## config.mk

```make
export PLATFORM = sky130hd
export DESIGN_NAME = syscall_responder
export DESIGN_NICKNAME = d
export VERILOG_FILES = /design/src/rtl/syscall_responder.sv
export SDC_FILE = /design/constraint.sdc
export NUM_CORES = 1
export LEC_CHECK = 0
export BUFFER_PORTS_ARGS = -buffer_cell sky130_fd_sc_hd__buf_2
export CORE_UTILIZATION = 36
export CTS_BUF_LIST = sky130_fd_sc_hd__clkbuf_8
export DETAILED_ROUTE_END_ITERATION = 8
export HOLD_SLACK_MARGIN = 0.12
export PLACE_DENSITY_LB_ADDON = 0.25
export SYNTH_ARGS = -nofsm -noshare
export SYNTH_HDL_FRONTEND = slang
export SYNTH_SLANG_ARGS = --single-unit
```

## constraint.sdc

```tcl
create_clock -name clock -period 3.08 [get_ports clock]
set_input_delay 0.154 -clock clock [delete_from_list [all_inputs] [get_ports clock]]
set_output_delay 0.154 -clock clock [all_outputs]
set_load 0.03 [all_outputs]
```

## src/rtl/syscall_responder.sv

```systemverilog
// Syscall service unit: print signed int (double-dabble to ASCII), print char, halt.
// Ports: clock/reset, syscall_valid/funct/param1 in, syscall_busy stall, char_valid/data/ready console, halted.
module syscall_responder #(
    parameter int unsigned PRINT_INT_FUNCT  = 1,
    parameter int unsigned PRINT_CHAR_FUNCT = 11,
    parameter int unsigned EXIT_FUNCT       = 10
) (
    input  logic        clock,
    input  logic        reset,
    input  logic        syscall_valid,
    input  logic [31:0] syscall_funct,
    input  logic [31:0] syscall_param1,
    output logic        syscall_busy,
    output logic        char_valid,
    output logic [7:0]  char_data,
    input  logic        char_ready,
    output logic        halted
);

    typedef enum logic [2:0] {
        IDLE, CONVERT, SIGN, EMIT, CHAR, HALT
    } state_t;

    state_t      state_q, state_d;
    logic [31:0] mag_q, mag_d;
    logic [39:0] bcd_q, bcd_d;
    logic [4:0]  cnt_q, cnt_d;
    logic        neg_q, neg_d;
    logic [7:0]  char_q, char_d;

    logic [39:0] bcd_adj;
    logic [39:0] bcd_shift;
    logic [4:0]  lead;
    logic [3:0]  digit;

    // Double-dabble step, plus the index of the leading nonzero digit of the
    // step result so EMIT starts there and never spends cycles on zeros.
    always_comb begin
        bcd_adj = '0;
        for (int i = 0; i < 10; i++) begin
            if (bcd_q[4*i +: 4] >= 4'd5)
                bcd_adj[4*i +: 4] = bcd_q[4*i +: 4] + 4'd3;
            else
                bcd_adj[4*i +: 4] = bcd_q[4*i +: 4];
        end
        bcd_shift = {bcd_adj[38:0], mag_q[31]};
        lead = '0;
        for (int i = 0; i < 10; i++) begin
            if (bcd_shift[4*i +: 4] != 4'd0)
                lead = 5'(i);
        end
        digit = '0;
        for (int i = 0; i < 10; i++) begin
            if (cnt_q == 5'(i))
                digit = bcd_q[4*i +: 4];
        end
    end

    always_comb begin
        state_d    = state_q;
        mag_d      = mag_q;
        bcd_d      = bcd_q;
        cnt_d      = cnt_q;
        neg_d      = neg_q;
        char_d     = char_q;
        char_valid = 1'b0;
        char_data  = 8'h00;
        unique case (state_q)
            IDLE: begin
                if (syscall_valid) begin
                    if (syscall_funct == 32'(PRINT_CHAR_FUNCT)) begin
                        char_d  = syscall_param1[7:0];
                        state_d = CHAR;
                    end else if (syscall_funct == 32'(EXIT_FUNCT)) begin
                        state_d = HALT;
                    end else if (syscall_funct == 32'(PRINT_INT_FUNCT)) begin
                        mag_d   = syscall_param1[31] ? (~syscall_param1 + 32'd1)
                                                     : syscall_param1;
                        neg_d   = syscall_param1[31];
                        bcd_d   = '0;
                        cnt_d   = '0;
                        state_d = CONVERT;
                    end
                end
            end
            CONVERT: begin
                bcd_d = bcd_shift;
                mag_d = {mag_q[30:0], 1'b0};
                if (cnt_q == 5'd31) begin
                    cnt_d   = lead;
                    state_d = neg_q ? SIGN : EMIT;
                end else begin
                    cnt_d = cnt_q + 5'd1;
                end
            end
            SIGN: begin
                char_valid = 1'b1;
                char_data  = 8'h2D;
                if (char_ready)
                    state_d = EMIT;
            end
            EMIT: begin
                char_valid = 1'b1;
                char_data  = 8'h30 + {4'h0, digit};
                if (char_ready) begin
                    if (cnt_q == 5'd0)
                        state_d = IDLE;
                    else
                        cnt_d = cnt_q - 5'd1;
                end
            end
            CHAR: begin
                char_valid = 1'b1;
                char_data  = char_q;
                if (char_ready)
                    state_d = IDLE;
            end
            HALT: begin
                state_d = HALT;
            end
            default: state_d = IDLE;
        endcase
    end

    always_ff @(posedge clock) begin
        if (reset) begin
            state_q <= IDLE;
            mag_q   <= '0;
            bcd_q   <= '0;
            cnt_q   <= '0;
            neg_q   <= 1'b0;
            char_q  <= '0;
        end else begin
            state_q <= state_d;
            mag_q   <= mag_d;
            bcd_q   <= bcd_d;
            cnt_q   <= cnt_d;
            neg_q   <= neg_d;
            char_q  <= char_d;
        end
    end

    assign syscall_busy = (state_q != IDLE);
    assign halted       = (state_q == HALT);

endmodule
```

==> run summary <==
The clock latency reported for the late side of the worst-skew pair is 0.40 ns. The starting DRC count in detailed routing is between 300 and 400. The global routing met2 resource utilization is 31.2%. The horizontal die dimension came out at about 130 um. Measured against its own limit, the worst slew margin works out to between 50% and 60%. The most frequent cell after synthesis is sky130_fd_sc_hd__nor2_1.

Averaged over all synthesized cells, the footprint is between 7 and 8 um2. The setup slack of the critical path after layout is between 0.2 and 0.25 ns. The maximum resistive drop on vdd is between 0.00015 and 0.0002 V. The sum of routed wire length over all layers is 17.1 mm. The fraction of final layout cells with drive strength greater than 1 is approximately 14%. The clock skew after layout came out at 0.0168 ns.

The minimum period implied by the final worst setup slack came out at roughly 2.9 ns. The synthesized instance count is approximately 840. The first global-routing pass estimated between 20 and 30 mm of wire. The total clock buffers created by CTS is 9. The reported max-cap violation count came out at 0. For met3 alone, demand over resource in global routing was between 3 and 4%. The largest single stage delay on the critical path is about 0.40 ns. The share of total power dissipated in combinational logic is roughly 8.2%. The die covers about 18000 um2.

The primary flip-flop cell chosen by synthesis mapping is sky130_fd_sc_hd__dfxtp_1. The met1 usage in global routing came out at roughly a quarter. The clock transition at the registers of the reported paths came out at roughly 0.10 ns.

When the netlist entered floorplanning its net count stood at just over 900. After synthesis the cells add up to just over 6000 um2. The critical path goes through inv_1, ha_1, nand3b_1, a21oi_1, a21oi_1, o21ai_0, a21oi_1, o21ai_0, a31o_2, buf_2. Of the total power, the clock network draws between 30 and 40%. met2 is the most crowded layer.

Yosys mapped the design onto between 60 and 70 distinct sky130hd cell types. The path class of the tightest hold or removal check is in2reg. The worst setup path is launched from a flip-flop. The total vias in the final route is 6235. The net switching share of the total power is between 20% and 30%. Internal power comes to approximately 1.5 mW. The endpoint required time on the critical path came out at between 2 and 3 ns.

In the routed layout, each cell is associated on average with a via count of approximately 5.5. By area the synthesized netlist is led by sky130_fd_sc_hd__dfxtp_1, sky130_fd_sc_hd__a21oi_1, sky130_fd_sc_hd__nor2_1. The static power due to leakage is between 2 and 3 nW. The total number of clock tree sinks is 89. Dividing total power by cell area gives a power density of 303 nW/um2. The number of optimization iterations in the first detailed-route pass is 7. The number of antenna violations at the first check in global routing came to 0. The cell area after layout is around 7100 um2.

The clock tree from TritonCTS is built. The highest attainable clock frequency is around 0.35 GHz. Counting the fill cells in the layout gives around 1800. The final-report setup violation count is 0. The routability congestion estimate came out at roughly 0.90. Summing all placed instances gives a cell area of roughly 6800 um2. The largest individual stage delay along the critical path comes from the cell sky130_fd_sc_hd__ha_1. The die boundary height is about 130 um. The post-detailed-placement half-perimeter wirelength came out at between 10 and 15 mm. The area growth from synthesis to layout is 14.8%. The slew at the pin closest to its max-slew limit came out at 0.696 ns.

The number of failing hold endpoints at the final stage is 0. The net switching power figure is between 0.6 and 0.7 mW. The accumulated negative setup slack came out at 0 ns. The count of nets left with antenna violations once routing finished came out at 0. The number of design rule violations left after detail routing came out at 0.

The top cell family by delay on the critical path is compound AO/OA/AOI/OAI gates. The type of the worst setup path is reg2out. The number of global-route vias before repair came out at around 5700. In the global route stage, overall resource usage came out at between 10% and 20%. Sorting the synthesized cells by how often they occur yields sky130_fd_sc_hd__nor2_1, sky130_fd_sc_hd__a21oi_1, sky130_fd_sc_hd__dfxtp_1. 0 antenna diodes ended up in the layout.

The I/O pin total is a little under 80. The number of levels in the clock H-tree is 3. Summed over all instances, the cell type with the most area after synthesis is sky130_fd_sc_hd__dfxtp_1. The maximum count of clock buffers along a single path came out at 2. In this run, flip-flops and latches consume 53.2% of the power. The total number of nets in the final design is approximately 990. The top-area cell type share of the netlist area is between 20 and 30%. Setup repair after global routing left no endpoint under its margin. The starting density of the core came out at between 30% and 40%.

The post-synthesis async set-or-reset flop share is 0%. OpenSTA, run right after detailed placement, puts the worst setup slack at approximately 0.55 ns. After layout, the worst path uses a little over 90% of the clock period. For this run, the number of Yosys warnings is 0. The number of setup buffers added after CTS came out at 0. The kind of end point of the critical path is an output port.

STA puts the critical path data arrival time at ~2.7 ns. The tree is rooted in a sky130_fd_sc_hd__clkbuf_8. The sum of buffers and inverters on the critical path is 2. The most numerous cell type found on the critical path is sky130_fd_sc_hd__a21oi_1. The flow ran to the end, and the final reports show no timing, DRC or antenna violations. The total of flip-flops plus latches after synthesis came out at a little under 90. The top fanout value on the critical path came out at 10. Across all register-to-register paths, the minimum setup slack is 0.66 ns. The global route total overflow is 0. The number of standard-cell rows in the floorplan is 47.

The average routed wire per standard cell came out at 15.2 um. The core box area is roughly 17000 um2. In this run, synthesis inferred 0 flip-flops with an integrated enable. The largest net degree at the start of global routing came out at slightly above 60. The number of input and output port buffers inserted is just under 80.

Of the synthesized area, sequential elements account for ~29%. The count of pins over their slew limit is 0.
what timing repair did:
item	CTS	global route
hold buffers	14	0
resized for setup	0	1
setup endpoints to repair	0	3
endpoints found under the hold margin	23	0
registers in the layout, indices dropped and copies added, names as in the netlist:
| name | cells |
|---|---|
| bcd_q | 40 |
| char_q | 8 |
| cnt_q | 5 |
| mag_q | 32 |
| neg_q | 1 |
| state_q | 3 |
cell usage in the layout, fill, tap and decap left out, types with 5 or more instances in the layout:
master                          count
sky130_fd_sc_hd__inv_1             31
sky130_fd_sc_hd__clkbuf_8           9
sky130_fd_sc_hd__o41ai_1            5
sky130_fd_sc_hd__nand3_1           33
sky130_fd_sc_hd__nor3_1            12
sky130_fd_sc_hd__dlygate4sd3_1     14
sky130_fd_sc_hd__o31ai_1           18
sky130_fd_sc_hd__nor3b_1           19
sky130_fd_sc_hd__a32oi_1            8
sky130_fd_sc_hd__a31o_2             6
sky130_fd_sc_hd__nor2_1           111
sky130_fd_sc_hd__dfxtp_1           89
sky130_fd_sc_hd__mux2i_1           24
sky130_fd_sc_hd__o21ai_0           45
sky130_fd_sc_hd__nor4_1            10
sky130_fd_sc_hd__buf_4             12
sky130_fd_sc_hd__ha_1              26
sky130_fd_sc_hd__buf_2             78
sky130_fd_sc_hd__nand4_1            6
sky130_fd_sc_hd__a21oi_1           92
sky130_fd_sc_hd__a31oi_1           22
sky130_fd_sc_hd__xnor2_1           24
sky130_fd_sc_hd__xor2_1            18
sky130_fd_sc_hd__and3_1             6
sky130_fd_sc_hd__nand2_1           74
sky130_fd_sc_hd__nand3b_1           7
sky130_fd_sc_hd__a211oi_1           7
sky130_fd_sc_hd__o221ai_1           6
sky130_fd_sc_hd__nand2b_1          11
logic make-up after synthesis:
| kind of cell | after synthesis | share of synthesized area (%) |
|---|---|---|
| muxes | 26 | 4.23 |
| buffers and inverters | 88 | 5.38 |
| xor gates and xnor gates | 42 | 5.93 |
| and+or+nand+nor | 324 | 25.7 |
| AOI/OAI and AO/OA | 243 | 24.6 |
| adders and majority gates | 27 | 5.44 |
| DFF | 89 | 28.7 |
area by class of cell:
class / count / area [um2] / share of cell area, %
Tap cell: 220 / 275 / 3.86
Inverter: 32 / 120 / 1.69
Multi-Input combinational cell: 662 / 4110 / 57.7
Timing Repair Buffer: 105 / 641 / 8.99
Clock buffer: 9 / 124 / 1.74
Clock inverter: 7 / 72.6 / 1.02
Sequential cell: 89 / 1780 / 25.0
per-stage QoR:
step	instances	power [mW]	hold slack, ns	utilization (%)
finish	1124	2.16	0.158	42.7
global route	1124	2.25	0.181	42.7
CTS	1124	2.19	0.143	42.6
detailed placement	1094	1.34	0.447	40.6
global placement	1094	1.34	0.445	40.6
floorplan	839	1.26	0.294	-
routing by layer:
layer	vias up	wire length (um)
met1	2913	8450
met5	-	0
met3	24	695
met4	0	401
li1	3150	-
met2	148	7580
power groups by stage:
stage          registers (mW)  clock network (mW)  logic [mW]
5_1_grt                  1.15               0.904       0.195
4_1_cts                  1.15               0.864       0.177
2_1_floorplan            1.18                   0      0.0811
3_5_place_dp             1.18                   0       0.163
6_report                 1.15               0.834       0.176
3_3_place_gp             1.18                   0       0.163
final timing paths:
kind,start,to,cells after the start
worst max-delay path,cnt_q[0]$_SDFFE_PP0P_,char_data[0],10
worst max register to register,bcd_q[29]$_SDFFE_PP0P_,cnt_q[0]$_SDFFE_PP0P_,10
worst min-delay path,char_ready,state_q[1]$_SDFFE_PP0P_,4
worst min register to register,mag_q[22]$_SDFFE_PP0P_,mag_q[23]$_SDFFE_PP0P_,2
worst reg2reg max path, cell delays in order, from the launching register on:
cell and delay (ns):
sky130_fd_sc_hd__dfxtp_1 0.34, sky130_fd_sc_hd__inv_1 0.15, sky130_fd_sc_hd__ha_1 0.27, sky130_fd_sc_hd__nand2b_1 0.10, sky130_fd_sc_hd__nor3b_1 0.14, sky130_fd_sc_hd__a21oi_1 0.27
sky130_fd_sc_hd__nor4bb_1 0.40, sky130_fd_sc_hd__buf_4 0.19, sky130_fd_sc_hd__o221ai_1 0.12, sky130_fd_sc_hd__and3b_1 0.19, sky130_fd_sc_hd__a211oi_1 0.19
Note: power is estimated with default switching activity, not from simulation.
